<file path="src/rtl/uart_prog_loader.sv">
// ----------------------------------------------------------------------------
// uart_prog_loader
//
// Program-loader controller placed between uart_rx and the CPU program memory.
// It parses framed bytes (SYNC, ADDR, COUNT, COUNT data bytes[, CHK]), writes
// the payload into program memory starting at ADDR, and keeps the CPU halted
// while a load is in progress. Completion and error are reported as
// single-cycle strobes.
//
// Build option:
//   LOADER_CHECKSUM_EN  when defined, a trailing CHK byte is expected and is
//                       compared against the running XOR of ADDR, COUNT and
//                       all data bytes; a mismatch raises the error strobe.
//                       When undefined, the frame ends after the last data
//                       byte (or after COUNT = 0) and errors come only from
//                       the inter-byte timeout.
//
// Ports:
//   clk_i              system clock
//   reset_i            asynchronous active-low reset
//   rx_data_i          received byte from uart_rx
//   rx_valid_strb_i    one-cycle strobe qualifying rx_data_i
//   mem_we_o           one-cycle program-memory write enable
//   mem_addr_o         write address (held between writes)
//   mem_data_o         write data (held between writes)
//   cpu_halt_o         CPU halt request
//   busy_o             high while the loader is not idle
//   load_done_strb_o   one-cycle strobe on a successful frame
//   load_error_strb_o  one-cycle strobe on checksum error or timeout
// ----------------------------------------------------------------------------
module uart_prog_loader #(
    parameter int unsigned           DATA_WIDTH       = 8,
    parameter int unsigned           ADDR_WIDTH       = 8,
    parameter logic [DATA_WIDTH-1:0] SYNC_BYTE        = 8'hA5,
    parameter int unsigned           TIMEOUT_CYCLES   = 52100,
    parameter int unsigned           TIMEOUT_BITWIDTH = 16
) (
    input  logic                  clk_i,
    input  logic                  reset_i,
    input  logic [DATA_WIDTH-1:0] rx_data_i,
    input  logic                  rx_valid_strb_i,
    output logic                  mem_we_o,
    output logic [ADDR_WIDTH-1:0] mem_addr_o,
    output logic [DATA_WIDTH-1:0] mem_data_o,
    output logic                  cpu_halt_o,
    output logic                  busy_o,
    output logic                  load_done_strb_o,
    output logic                  load_error_strb_o
);

    localparam logic [TIMEOUT_BITWIDTH-1:0] TmoLast = TIMEOUT_BITWIDTH'(TIMEOUT_CYCLES - 1);
    localparam logic [TIMEOUT_BITWIDTH-1:0] TmoOne  = TIMEOUT_BITWIDTH'(1);
    localparam logic [ADDR_WIDTH-1:0]       AddrOne = ADDR_WIDTH'(1);
    localparam logic [DATA_WIDTH-1:0]       CntOne  = DATA_WIDTH'(1);

    typedef enum logic [2:0] {
        StIdle,
        StAddr,
        StCount,
        StData,
`ifdef LOADER_CHECKSUM_EN
        StCheck,
`endif
        StDone,
        StErr
    } state_e;

    state_e                       state_q;
    logic [ADDR_WIDTH-1:0]        addr_q;
    logic [DATA_WIDTH-1:0]        cnt_q;
    logic [TIMEOUT_BITWIDTH-1:0]  tmo_q;
    logic                         mem_we_q;
    logic [ADDR_WIDTH-1:0]        mem_addr_q;
    logic [DATA_WIDTH-1:0]        mem_data_q;
    logic                         halt_q;
    logic                         busy_q;
    logic                         done_q;
    logic                         err_q;
`ifdef LOADER_CHECKSUM_EN
    logic [DATA_WIDTH-1:0]        xor_q;
`endif

    always_ff @(posedge clk_i or negedge reset_i) begin
        if (!reset_i) begin
            state_q    <= StIdle;
            addr_q     <= '0;
            cnt_q      <= '0;
            tmo_q      <= '0;
            mem_we_q   <= 1'b0;
            mem_addr_q <= '0;
            mem_data_q <= '0;
            halt_q     <= 1'b0;
            busy_q     <= 1'b0;
            done_q     <= 1'b0;
            err_q      <= 1'b0;
`ifdef LOADER_CHECKSUM_EN
            xor_q      <= '0;
`endif
        end else begin
            // Strobes default low so each is exactly one cycle wide.
            mem_we_q <= 1'b0;
            done_q   <= 1'b0;
            err_q    <= 1'b0;

            case (state_q)
                StIdle: begin
                    tmo_q <= '0;
`ifdef LOADER_CHECKSUM_EN
                    xor_q <= '0;
`endif
                    if (rx_valid_strb_i && (rx_data_i == SYNC_BYTE)) begin
                        state_q <= StAddr;
                        busy_q  <= 1'b1;
                    end
                end

                StDone: begin
                    done_q  <= 1'b1;
                    halt_q  <= 1'b0;
                    busy_q  <= 1'b0;
                    state_q <= StIdle;
                end

                // Halt is deliberately left set: memory may be partially written.
                StErr: begin
                    err_q   <= 1'b1;
                    busy_q  <= 1'b0;
                    state_q <= StIdle;
                end

                // In-frame states share the timeout; a strobe beats expiry.
                default: begin
                    if (rx_valid_strb_i) begin
                        tmo_q <= '0;
                        unique case (state_q)
                            StAddr: begin
                                addr_q  <= ADDR_WIDTH'(rx_data_i);
                                halt_q  <= 1'b1;
`ifdef LOADER_CHECKSUM_EN
                                xor_q   <= xor_q ^ rx_data_i;
`endif
                                state_q <= StCount;
                            end

                            StCount: begin
                                cnt_q <= rx_data_i;
`ifdef LOADER_CHECKSUM_EN
                                xor_q <= xor_q ^ rx_data_i;
`endif
                                if (rx_data_i != '0) begin
                                    state_q <= StData;
                                end else begin
`ifdef LOADER_CHECKSUM_EN
                                    state_q <= StCheck;
`else
                                    state_q <= StDone;
`endif
                                end
                            end

                            StData: begin
                                mem_we_q   <= 1'b1;
                                mem_addr_q <= addr_q;
                                mem_data_q <= rx_data_i;
                                addr_q     <= addr_q + AddrOne;  // wraps modulo 2^ADDR_WIDTH
                                cnt_q      <= cnt_q - CntOne;
`ifdef LOADER_CHECKSUM_EN
                                xor_q      <= xor_q ^ rx_data_i;
`endif
                                if (cnt_q == CntOne) begin
`ifdef LOADER_CHECKSUM_EN
                                    state_q <= StCheck;
`else
                                    state_q <= StDone;
`endif
                                end
                            end

`ifdef LOADER_CHECKSUM_EN
                            StCheck: begin
                                if (rx_data_i == xor_q) begin
                                    state_q <= StDone;
                                end else begin
                                    state_q <= StErr;
                                end
                            end
`endif

                            default: begin
                                state_q <= StIdle;
                                busy_q  <= 1'b0;
                            end
                        endcase
                    end else if (tmo_q == TmoLast) begin
                        tmo_q   <= '0;
                        state_q <= StErr;
                    end else begin
                        tmo_q <= tmo_q + TmoOne;
                    end
                end
            endcase
        end
    end

    assign mem_we_o          = mem_we_q;
    assign mem_addr_o        = mem_addr_q;
    assign mem_data_o        = mem_data_q;
    assign cpu_halt_o        = halt_q;
    assign busy_o            = busy_q;
    assign load_done_strb_o  = done_q;
    assign load_error_strb_o = err_q;

endmodule

</file>
<file path="config.mk">
export PLATFORM = sky130hd
export DESIGN_NAME = uart_prog_loader
export DESIGN_NICKNAME = d
export VERILOG_FILES = /design/src/rtl/uart_prog_loader.sv
export SDC_FILE = /design/constraint.sdc
export NUM_CORES = 1
export LEC_CHECK = 0
export CAP_MARGIN = 10
export CORE_UTILIZATION = 38
export DETAILED_ROUTE_END_ITERATION = 12
export PLACE_DENSITY = 0.56
export SYNTH_ARGS = -nofsm -noshare
export SYNTH_HDL_FRONTEND = slang
export SYNTH_SLANG_ARGS = --single-unit
</file>
<file path="constraint.sdc">
create_clock -name clk_i -period 2 [get_ports clk_i]
set_input_delay 0.3 -clock clk_i [delete_from_list [all_inputs] [get_ports clk_i]]
set_output_delay 0.3 -clock clk_i [all_outputs]
set_load 0.01 [all_outputs]
</file>
=== After elaboration in Yosys (flattened, before gate mapping) ===
Cells that the tools add are included.

* Bitwise logic cells: 2
* Equality and inequality tests: 11
* $add $sub $neg: 3
* Multiplexer cells: 24
* Reductions and logical operators: 19

{| class="wikitable"
|+ Operators by type and width
! cell !! number
|-
| 16-bit two-way mux || 2
|-
| 16-bit one-hot mux with 2 select lines || 1
|-
| 8-bit one-hot mux with 2 select lines || 2
|-
| 3-bit AND reduction || 6
|-
| 16-bit by 1-bit adder with 16-bit output (second input constant) || 1
|-
| 16-bit equality test (second input constant) || 1
|-
| 3-bit two-way mux || 5
|-
| 1-bit two-way mux || 10
|-
| 3-bit one-hot mux with 3 select lines || 1
|-
| 8-bit by 1-bit adder with 8-bit output (second input constant) || 1
|-
| 8-bit by 1-bit equality test with 1-bit output (second input constant) || 1
|-
| 8-bit equality test (second input constant) || 1
|-
| 2-bit nonzero test || 4
|-
| 8-bit nonzero test || 1
|-
| 8-bit by 1-bit subtractor with 8-bit output (second input constant) || 1
|-
| 3-bit by 2-bit equality test with 1-bit output (second input constant) || 2
|-
| 3-bit equality test (second input constant) || 2
|-
| 3-bit one-hot mux with 2 select lines || 1
|-
| 3-bit OR reduction || 2
|-
| 5-bit inequality test (second input constant) || 1
|-
| 1-bit one-hot mux with 2 select lines || 2
|-
| 4-bit nonzero test || 1
|-
| 2-bit OR reduction || 2
|-
| 3-bit by 1-bit equality test with 1-bit output (second input constant) || 1
|-
| 6 further kinds || 7
|}

* Register bits after elaboration: 56
* Output and inout port bits: 21

=== Logic depth before layout (Yosys ltp) ===
Gate-level depths: netlist of the first run.

* Depth after elaboration: 5
* Depth in mapped cells: 6
* Gate-level depth less buffers: 6

=== Worst setup path after synthesis of the first run ===
OpenSTA, ideal clock, no wires.

* Path kind: reg2reg
* Start point: reg tmo_q[0]
* End point: reg tmo_q[8]
* Buffers on the path: 1
* Cell stages (with the launch flop): 7
* Arrival time: 1.408 ns
* Required time: 1.867 ns
* Library setup time: 0.133 ns
* Path slack: 0.459 ns
* Cell sequence: dfrtp_1 -> ha_1 -> nor4b_2 -> nand4_2 -> buf_6 -> a41oi_1 -> a31oi_1

* Cells in the longest elaborated chain, start to end: 4
* Elaborated cells between the ends (all ways): 5

{| class="wikitable"
|+ RTL lines
! element !! line !! source
|-
| start: declaration || 71 || <nowiki>logic [TIMEOUT_BITWIDTH-1:0] tmo_q;</nowiki>
|-
| start signal: assignment || 198 || <nowiki>tmo_q <= tmo_q + TmoOne;</nowiki>
|-
| 16-bit by 1-bit adder with 16-bit output / 16-bit equality test (equally long branches) || 198, 194 ||
|-
| 16-bit two-way mux * || 194 || <nowiki>end else if (tmo_q == TmoLast) begin</nowiki>
|-
| 16-bit two-way mux * || 133 || <nowiki>if (rx_valid_strb_i) begin</nowiki>
|-
| 16-bit one-hot mux with 2 select lines * || 105 || <nowiki>case (state_q)</nowiki>
|}

Mark *: on every way between the ends. The rest lies on a longest branch, timed or not.
A chain may end at the register's enable or synchronous reset.

=== Final worst setup path of the first run ===
* Start point: reg tmo_q[0]
* End point: reg tmo_q[5]

The elaborated chain is that of the path after synthesis.

==> impl_results.md, run 1 <==
- Register area: between 1000 and 1500 µm²
- Die height: between 80 and 90 µm
- Post-route DRC: 0
- Via count: approximately 2500
- Final worst slack: about 240 ps
- Fillers: 700
- Global-route wire length before repair: around 11000 µm
- Comb power frac: 0.375
- Setup TNS: 0 ps
- Initial antenna violation count: 0
- Pin count of the biggest net entering global routing: 57
- Post-place setup slack: about 200 ps
- Maximum root-to-sink buffer count: 2
- Post-synthesis register bit count: 56
- Seq pwr share: 0.459
- Synth warn: 0
- Hold/Removal Path Class: primary input to async pin
- H-tree levels: 2
- DR WL/cell: approximately 15 µm
- Slew headroom: 0.587
- Worst-margin pin slew: between 600 and 700 ps
- Final-report hold violation count: 0
- Sw power: 1420 µW
- Share of layout cells above drive strength 1: 0.170
- Core area: about 7300 µm²
- Synth Area per Inst: 9.96 µm²
- Post-route cell area: 3570 µm²
- Most common cell after layout, fill and taps aside: dfrtp_1
- WP data required: 2190 ps
- Post-synthesis cell area: between 2000 and 3000 µm²
- Initial DRC count: 110
- Post-Route WL: a little under 7000 µm
- Congestion Overflow GR: 0
- Skew final: around 12 ps
- Worst Path Arrival: 1950 ps
- Area of the multi-input gates: 1400 µm²
- Syn_nets: about 300
- Die area: around 8000 µm²
- Int Pwr: 2500 µW
- Synth-to-layout area growth: 22.6%
- Max cap viols: 0
- Most frequent cells in the layout: 56 x dfrtp_1, 30 x clkdlybuf4s50_1, 26 x nand2_1
- Cts bufs inserted: 5
- Pwr/cell area: between 1000 and 1500 nW/µm²
- Post-CTS Setup Inserts: 0
- Clk_lat worst skew: roughly 310 ps
- Finish-stage setup viols: 0
- Nets@finish: around 360
- Die Wd: ~89 µm
- Crit path capture type: flop
- Top_reg_cell synth: dfrtp_1
- Seq/Total Area, Yosys: 0.482
- Critical path class: flop to flop
- Fin crit share: 0.879
- Crit-path max FO: 13
- Drt via density: about 5.6
- Root buf cell: clkbuf_8
- Final ANT Viol Nets: 0
- VDD IR max: roughly 470 µV
- Synth cell types: between 50 and 60
- Last weighted congestion value of the routability-driven placer: between 0.8 and 0.9
- TritonRoute pass-1 iters: 4
- Number of buffers added on ports: 31
- Leakage power: 0.00152 µW
- Max Slew Vio Count: 0
- Vias in the first global route: between 2000 and 2500
- Run status: finished, final reports clean
- Sw Ratio: 0.362
- RSZ-0062 raised after global routing: no
- # clock sinks: 56
- Post-DP Area: 3450 µm²
- Detailed Place HPWL: 5010 µm
- Tmin final: between 1500 and 2000 ps
- Row Count: 31
- Number of synthesized flops with an enable pin: 0
- F_max: 0.569 GHz
- Starting Density: 0.397
- GRT Util Overall: 0.186
- ANT cells: 0
- Clock power share: 0.165
- CTS tree: built
- Fraction of registers with async set/reset: 1.00
- Worst setup SP type: flop
- Post-Synthesis Cells: 292
- # IOs: 32
- Clock slew at reported path FFs: roughly 110 ps
==> area by class of cell <==
cell class / instances / area share
Sequential cell: 56 / 0.393
Clock inverter: 3 / 0.00772
Multi-Input combinational cell: 212 / 0.392
Clock buffer: 5 / 0.0193
Tap cell: 99 / 0.0347
Inverter: 10 / 0.0105
Timing Repair Buffer: 56 / 0.142
==> power groups by stage <==
stage	clock, µW	combinational, µW	sequential [µW]
after floorplan	0	803	1800
after global placement	0	1460	1810
final	648	1470	1800
after detailed placement	0	1480	1820
after CTS	688	1490	1800
after global routing	721	1640	1860
==> routing by layer <==
metal | global-route usage | vias to the layer above | wire length, µm
li1 | - | 1207 | -
met1 | 0.243 | 1198 | 3260
met2 | 0.318 | 49 | 3250
met3 | 0.0351 | 6 | 225
met4 | 0.0476 | 0 | 51
met5 | 0 | - | 0
==> cell families after synthesis <==
logic type / share of synthesized area
simple gates: 0.210
flops: 0.482
compound gates: 0.197
buf+inv: 0.0400
mux: 0.0542
fa+ha+maj: 0.0172
==> critical path: stages (launching register included) <==
cell and delay, ps:
dfrtp_1 430, ha_1 190, nor4b_2 290, nand4_4 250
buf_4 240, a31oi_1 150, o22ai_1 90
==> per-stage QoR <==
step | power (µW) | std cells | util | hold slack, ps
after detailed placement | 3300 | 432 | 0.471 | 325
after CTS | 3980 | 441 | 0.485 | 518
final | 3910 | 441 | 0.486 | 505
after global routing | 4220 | 441 | 0.486 | 527
after floorplan | 2600 | 292 | - | 4.41
after global placement | 3280 | 432 | 0.471 | 327
==> sequential cells by signal, summed over array words and instances, names as in the netlist <==
signal / cells
tmo_q: 16
addr_q: 8
cnt_q: 8
mem_addr_o: 8
mem_data_o: 8
state_q: 3
busy_o: 1
cpu_halt_o: 1
load_done_strb_o: 1
load_error_strb_o: 1
mem_we_o: 1
==> what timing repair did <==
action	CTS	global route
setup endpoints to repair	0	2
hold buffers	1	0
hold endpoints to repair	56	0
gates resized for setup	0	1
==> worst paths after layout <==
check	start	end	slack, ps	depth (start not counted)
hold / removal	reset_i	mem_addr_o[4]	500	3
setup / recovery	tmo_q[0]	tmo_q[5]	240	6
max in group asynchronous	reset_i	cnt_q[0]	1240	3
min in group clk_i	mem_addr_o[0]	mem_addr_o[0]	510	2
hold reg to reg	mem_addr_o[0]	mem_addr_o[0]	510	2
setup reg to reg	tmo_q[0]	tmo_q[5]	240	6
==> Yosys cell counts, drive strengths merged (2+ instances only) <==
cell / count / area share
a2bb2oi: 2 / 0.0060
nand2b: 3 / 0.0065
nand2: 28 / 0.038
nor3: 3 / 0.0052
o22ai: 7 / 0.015
inv: 10 / 0.013
dfrtp: 56 / 0.48
nor2b: 3 / 0.0065
nand4: 5 / 0.013
and3: 7 / 0.017
mux2: 14 / 0.054
clkbuf: 3 / 0.0039
ha: 4 / 0.017
nand3: 18 / 0.031
nand3b: 4 / 0.012
o2bb2ai: 3 / 0.0090
a22oi: 4 / 0.010
o211ai: 4 / 0.012
nor2: 12 / 0.015
nor4: 6 / 0.015
a21oi: 15 / 0.026
and2: 3 / 0.0065
o2111ai: 2 / 0.0060
nor4b: 2 / 0.010
a22o: 2 / 0.0060
a221oi: 3 / 0.0090
buf: 11 / 0.023
and4: 5 / 0.016
a31oi: 15 / 0.032
o21ai: 24 / 0.041
(Power assumes the default switching activity.)
==> inputs of run 2 (changes only) <==
clock period = 2.02 ns   (was 2 ns; I/O delays follow)
==> impl_results.md, run 2 (synthesis results as in run 1) <==
- Run status: finished, final reports clean
- Root buf cell: clkbuf_8
- WP data required: 2220 ps (+30 ps)
- Hold/Removal Path Class: primary input to async pin
- Pwr/cell area: 1090 nW/µm² (-0.95%)
- Maximum root-to-sink buffer count: 2 (unchanged)
- Post-route DRC: 0 (unchanged)
- RSZ-0062 raised after global routing: no
- Clk_lat worst skew: 310 ps (about the same)
- Worst setup SP type: flop
- Number of buffers added on ports: 31 (unchanged)
- TritonRoute pass-1 iters: 4 (unchanged)
- ANT cells: 0 (unchanged)
- R2R Setup Slk: 180 ps (-60 ps)
- Tot Pwr: 3860 µW (-1.4%)
- Core area: 7330 µm² (unchanged)
- Via count: 2464 (+0.16%)
- Most frequent cells in the layout: 56 x dfrtp_1, 30 x clkdlybuf4s50_1, 26 x nand2_1
- Global-route wire length before repair: 11500 µm (+1.3%)
- Skew final: 7.20 ps (-4.40 ps)
- Die area: 8010 µm² (unchanged)
- Tmin final: 1840 ps (+82.8 ps)
- Final worst slack: 179 ps (-62.8 ps)
- Post-Route WL: 6810 µm (+0.25%)
- F_max: 0.543 GHz (-4.5%)
- Die height: 89.5 µm (unchanged)
- Worst Path Arrival: 2040 ps (+90 ps)
- Starting Density: 0.397 (unchanged)
- # clock sinks: 56 (unchanged)
- GRT Util Overall: 0.189 (+0.00240)
- Die Wd: 89.5 µm (unchanged)
- Min Hold Slack: 503 ps (-2.31 ps)
- Largest Register: tmo_q
- Crit path capture type: flop
- Slew headroom: 0.576 (-0.0108)
- Critical path class: flop to flop
- Worst-margin pin slew: 631 ps (+16.1 ps)
- Vias in the first global route: 2341 (-1.5%)
- Row Count: 31 (unchanged)
- Fillers: 671 (-4.1%)
- Setup TNS: 0 ps (unchanged)
- Nets@finish: 355 (-0.28%)
- Synth-to-layout area growth: 22.1%
- Final ANT Viol Nets: 0 (unchanged)
- Max Slew Vio Count: 0 (unchanged)
- Pin count of the biggest net entering global routing: 57 (unchanged)
- Finish-stage setup viols: 0 (unchanged)
- Drt via density: 5.60 (+0.39%)
- Most common cell after layout, fill and taps aside: dfrtp_1
- Initial DRC count: 90 (-18%)
- Cts bufs inserted: 5 (unchanged)
- Number of flip-flops in the largest register: 16 (unchanged)
- Clock slew at reported path FFs: 110 ps (about the same)
- H-tree levels: 2 (unchanged)
- Congestion Overflow GR: 0 (unchanged)
- Final-report hold violation count: 0 (unchanged)
- Max cap viols: 0 (unchanged)
- VDD IR max: 470 µV (+0.48%)
- CTS tree: built
- Last weighted congestion value of the routability-driven placer: 0.813 (-1.1%)
- # IOs: 32 (unchanged)
- Share of layout cells above drive strength 1: 0.167 (-0.00244)
- Crit-path max FO: 13 (unchanged)
- Post-place setup slack: 212 ps (+16.7 ps)
- Detailed Place HPWL: 4990 µm (-0.49%)
- Fin crit share: 0.912 (+0.0323)
- Leakage power: 0.00151 µW (-0.79%)
- Initial antenna violation count: 0 (unchanged)
- DR WL/cell: 15.5 µm (+0.48%)
-- run 2: cell types whose count changed in the layout (fill, tap and decap cells not counted) --
cell | before | now
buf_4 | 23 | 22
nand4_2 | 0 | 1
nand4_4 | 1 | 0
-- run 2: per-stage QoR --
| stage | instance area (µm²) | std cells | utilization |
|---|---|---|---|
| global placement | 3440 | 431 | 0.470 |
| floorplan | 2910 | 292 | - |
| detailed placement | 3440 | 431 | 0.470 |
| global route | 3550 | 440 | 0.484 |
| finish | 3550 | 440 | 0.484 |
| CTS | 3550 | 440 | 0.484 |
-- run 2: routing by layer --
metal,up-vias,part of all wire,track usage
met5,-,0,0
met4,0,0.0090,0.0505
met3,5,0.034,0.0277
met2,56,0.48,0.314
met1,1192,0.48,0.257
li1,1211,-,-
-- run 2: what timing repair did --
item                                   CTS  global route
endpoints found under the hold margin   56             0
setup buffers                            0             0
gates resized for setup                  0             0
hold buffers                             1             0
-- run 2: path summary, 6_finish.rpt --
path / from / end / cells past startpoint
setup / recovery: tmo_q[0] / tmo_q[5] / 6
hold / removal: reset_i / mem_we_o / 3
setup reg to reg: tmo_q[0] / tmo_q[5] / 6
hold reg to reg: mem_addr_o[2] / mem_addr_o[2] / 2
max in group asynchronous: reset_i / tmo_q[13] / 3
min in group clk_i: mem_addr_o[2] / mem_addr_o[2] / 2
-- run 2: where the power goes --
part	leakage (µW)	switching (µW)	internal, µW
Sequential	0.000727	318	1460
Combinational	0.000736	692	740
Clock	0.0000463	392	256
Total	0.00151	1400	2460
-- run 2: critical path, stage by stage, from the launching register on --
cell and delay [ps]:
dfrtp_1 420, ha_1 180, nor4b_2 230, nand4_2 350
buf_4 290, a31oi_1 150, o22ai_1 100
-- run 2: layout make-up --
| class | count | area (µm²) | area share |
|---|---|---|---|
| Clock buffer | 5 | 68.8 | 0.0194 |
| Clock inverter | 3 | 27.5 | 0.00775 |
| Inverter | 10 | 37.5 | 0.0106 |
| Multi-Input combinational cell | 212 | 1390 | 0.392 |
| Sequential cell | 56 | 1400 | 0.395 |
| Tap cell | 99 | 124 | 0.0349 |
| Timing Repair Buffer | 55 | 500 | 0.141 |
==> patch 1 (config.mk and constraints of run 2) <==
The parameter `TIMEOUT_BITWIDTH` goes from 16 to 20.
--- a/src/rtl/uart_prog_loader.sv
+++ b/src/rtl/uart_prog_loader.sv
@@ -34,5 +34,5 @@
     parameter logic [DATA_WIDTH-1:0] SYNC_BYTE        = 8'hA5,
     parameter int unsigned           TIMEOUT_CYCLES   = 52100,
-    parameter int unsigned           TIMEOUT_BITWIDTH = 16
+    parameter int unsigned           TIMEOUT_BITWIDTH = 20
 ) (
     input  logic                  clk_i,
Behaviour: no difference found for any inputs over 10 cycles, from zero or initial values and one cycle with reset_i low; that may be too few to reach the edited logic, so the function may still have changed.
==> patch 1 against run 2 <==
Non-clock buffer count up 19; wire length up 16%; via count up 13%; worst setup slack worse by 12 ps; first-iteration DRC count up 71%; synthesized area up 10%; critical path depth up 1; design area up 16%; combinational power up 53%; sequential cell count up 4; power up 39%; critical path type unchanged; largest cell class is now multi-input combinational cells.
==> patch 1: results (changes against run 2) <==
stage,metric,value,unit,change
logic_synthesis,"Distinct cells, synth",57,,+7.5%
grt,largest net degree at the start of global routing,61,,+7.0%
final_layout,max reg flops,20,,+4
final_layout,final net count,421,,+19%
placed_design,DP Area,3870,um2,+12%
logic_synthesis,Area contributors post-synth,"dfrtp_1 (47%), o21ai_0 (5.0%), mux2_2 (4.9%)",,
logic_synthesis,Post-synth top cells,"dfrtp_1 (60), o21ai_0 (32), a21oi_1 (29), nor2_1 (26), nand2_1 (22)",,
placed_design,Routability Congestion,0.860,,+5.8%
sta,Clock Skew,9.68,ps,+2.48 ps
placed_design,pre-CTS WS,-70.0,ps,-282 ps
routing,1st-iter DRT viols,154,,+71%
logic_synthesis,syn_nets,354,,+15%
sta,worst-margin pin slew,503,ps,-128 ps
routing,wire per inst,15.4,um,-0.44%
grt,vias in the first global route,2514,,+7.4%
power_and_ir_drop,Peak VDD IR,0.504,mV,+7.2%
clock_tree,worst skew pair latency,340,ps,+30 ps
critical_path,maximum fanout along the worst path,9,,-4
clock_tree,Num CTS Buffers,9,,+4
grt,first-pass GRT wire length,13100,um,+14%
clock_tree,H-tree depth,3,,+1
min_path,Worst Hold Class,flop to flop,,
power_and_ir_drop,Lkg Pwr,1.78,nW,+18%
placed_design,hpwl dp,5530,um,+11%
status,status,"complete, no violations",,
clock_tree,Worst-path clk slew,70,ps,-40 ps
==> patch 1: cell type report <==
type	count	area [um2]
fill	771	4070
multi-input combinational	245	1550
sequential	60	1500
timing repair buffer	74	643
clock buffer	11	151
tap	105	131
clock inverter	4	72.6
inverter	15	56.3
==> patch 1: repair_timing <==
action                                  CTS  global route
hold buffers                              1             0
endpoints found under the setup margin    0             9
gates resized for setup                   0             1
endpoints found under the hold margin    60             0
buffers inserted                          0             0
==> patch 1: logic make-up (layout without fill, tap and decap cells) <==
kind of cell	Yosys count	count (layout)	synth area share, %
fa+ha+maj	5	5	1.95
compound gates	102	102	19.3
xor+xnor	1	1	0.274
simple gates	122	122	21.6
mux	15	15	5.24
flops	60	60	46.9
buf+inv	33	104	4.81
==> patch 1: report_power, final <==
group	internal [mW]	switching [mW]	total, mW
combinational	1.08	1.10	2.19
clock	0.753	0.482	1.24
sequential	1.60	0.338	1.94
total	3.44	1.92	5.36
==> patch 1: stage by stage <==
step,utilization (%),instances
after floorplan,-,338
final,50.3,514
after CTS,50.2,514
after global routing,50.3,514
after detailed placement,47.3,498
after global placement,47.3,498
==> patch 1: routing by layer <==
metal  part of all wire (%)  up-vias  GRT usage (%)
met3                    4.3       12           3.48
li1                       -     1376              -
met4                    2.2        0           8.97
met5                      0        -              0
met1                     49     1326           30.2
met2                     44       73           26.6
==> patch 1: worst max-delay path, stage by stage, from the launching register on <==
cell     delay, ps
dfrtp_1        420
nor4_1         350
and4_1         290
buf_4          120
a21oi_2         60
buf_4          180
a21o_1         160
a21o_1         170
==> patch 1: path summary, 6_finish.rpt <==
| path | slack [ps] | startpoint | endpoint | depth (start not counted) |
|---|---|---|---|---|
| setup / recovery | 170 | tmo_q[17] | tmo_q[11] | 7 |
| hold / removal | 480 | mem_data_o[7] | mem_data_o[7] | 2 |
| setup reg to reg | 170 | tmo_q[17] | tmo_q[11] | 7 |
| hold reg to reg | 480 | mem_data_o[7] | mem_data_o[7] | 2 |
| max in group asynchronous | 1240 | reset_i | tmo_q[14] | 3 |
| min in group asynchronous | 490 | reset_i | mem_we_o | 3 |
==> patch 2 (settings of run 2) <==
Without the edit above. Reset style: synchronous (`reset_i`), changed in one clocked block. Comments in the files are not updated.
--- a/src/rtl/uart_prog_loader.sv
+++ b/src/rtl/uart_prog_loader.sv
@@ -81,5 +81,5 @@
 `endif
 
-    always_ff @(posedge clk_i or negedge reset_i) begin
+    always_ff @(posedge clk_i) begin
         if (!reset_i) begin
             state_q    <= StIdle;
Check against the original RTL: differs if reset_i is asserted again (counterexample within 4 cycles, from zero or initial values and one cycle with reset_i low); with reset_i held inactive, the same outputs for 10 cycles.
==> patch 2 against run 2 <==
Sequential cell count unchanged; highest routed layer unchanged; synthesized area decreased by 0.86%; via count increased by 14%; wire length increased by 13%; largest cell class is now multi-input combinational cells; count of clock-buffer cells in the layout increased by 1; design area increased by 1.6%; critical path type unchanged; die area decreased by 0.84%; worst setup slack got worse by 97 ps; synthesized cell count increased by 21%.
Power is not compared: it rests on default switching activity, and its combinational part moved more than twofold at a synthesized area within 25%.
==> patch 2: results (changes against run 2) <==
stage,metric,value,unit,change
grt,GR Util All Layers,20.6,%,+1.8 points
sta,Hold Slack,458,ps,-44.2 ps
logic_synthesis,Area contributors post-synth,"dfxtp_1 (39%), nand2_1 (7.3%), a21oi_1 (6.9%)",,
sta,achievable frequency,516,MHz,-5.0%
logic_synthesis,"Seq/Total Area, Yosys",38.9,%,-9.3 points
routing,WL met1,3660,um,+12%
grt,met3 Use GR,3.14,%,+0.37 points
logic_synthesis,Most used DFF post-synth,dfxtp_1,,
grt,grt met2 use,33.2,%,+1.8 points
grt,vias in the first global route,2549,,+8.9%
grt,largest net degree at the start of global routing,34,,-40%
critical_path,crit-path max cell delay,550,ps,+130 ps
logic_synthesis,XOR/XNOR Fraction of Synth Area,0.608,%,+0.61 points
logic_synthesis,syn_nets,367,,+20%
placed_design,placed cells,494,,+15%
critical_path,r2r setup slk,80,ps,-100 ps
logic_synthesis,"FFs w/ async S/R, synth",0,%,-100 points
grt,GR Util met1,28.9,%,+3.1 points
final_layout,fill count,755,,+13%
critical_path,Worst Path Arrival,2150,ps,+110 ps
sta,Slew HR,64.9,%,+7.2 points
critical_path,Crit Reg-Reg Endpoint,tmo_q[11],,
placed_design,pre-CTS WS,-117,ps,-329 ps
logic_synthesis,Post-synth top cells,"dfxtp_1 (56), nand2_1 (56), a21oi_1 (40), o21ai_0 (21)",,
routing,drt total wl,7670,um,+13%
placed_design,Routability Congestion,0.869,,+6.9%
grt,first-pass GRT wire length,12600,um,+9.7%
routing,Vias,2797,,+14%
critical_path,FF-to-FF path depth,5,,-1
logic_synthesis,Synth Area in Compound Gates,23.5,%,+3.8 points
logic_synthesis,Synth Area in Adders,1.74,%,+0.015 points
sta,Clock Skew,11.6,ps,+4.36 ps
logic_synthesis,Mapped Cells,352,,+21%
status,status,"complete, no violations",,
logic_synthesis,mux share of post-synthesis cell area,0.694,%,-4.7 points
logic_synthesis,"Distinct cells, synth",61,,+15%
final_layout,final net count,417,,+17%
placed_design,DP Area,3500,um2,+1.5%
routing,vias per cell,5.57,,-0.51%
patch 2: cell types whose count changed after synthesis, moves of 10 or more:
cell / run 2 / this run
a31oi_1: 15 / 1
dfxtp_1: 0 / 56
mux2_2: 14 / 0
nor3_1: 3 / 15
a21o_1: 0 / 10
a21oi_1: 15 / 40
clkbuf_1: 3 / 15
dfrtp_1: 56 / 0
nand2_1: 26 / 56
patch 2: power groups by stage:
stage,Combinational (mW),Sequential (mW),Clock (mW)
final,0.0850,1.11,0.738
after global routing,0.0917,1.11,0.797
after CTS,0.0853,1.11,0.763
after detailed placement,0.0848,1.13,0
after global placement,0.0845,1.13,0
after floorplan,0.0289,1.13,0
patch 2: area by class of cell:
class	count	area (um2)	area share, %
Inverter	5	18.8	0.520
Clock inverter	2	35.0	0.971
Timing Repair Buffer	64	587	16.3
Clock buffer	6	72.6	2.01
Multi-Input combinational cell	270	1650	45.7
Sequential cell	56	1120	31.1
Tap cell	99	124	3.43
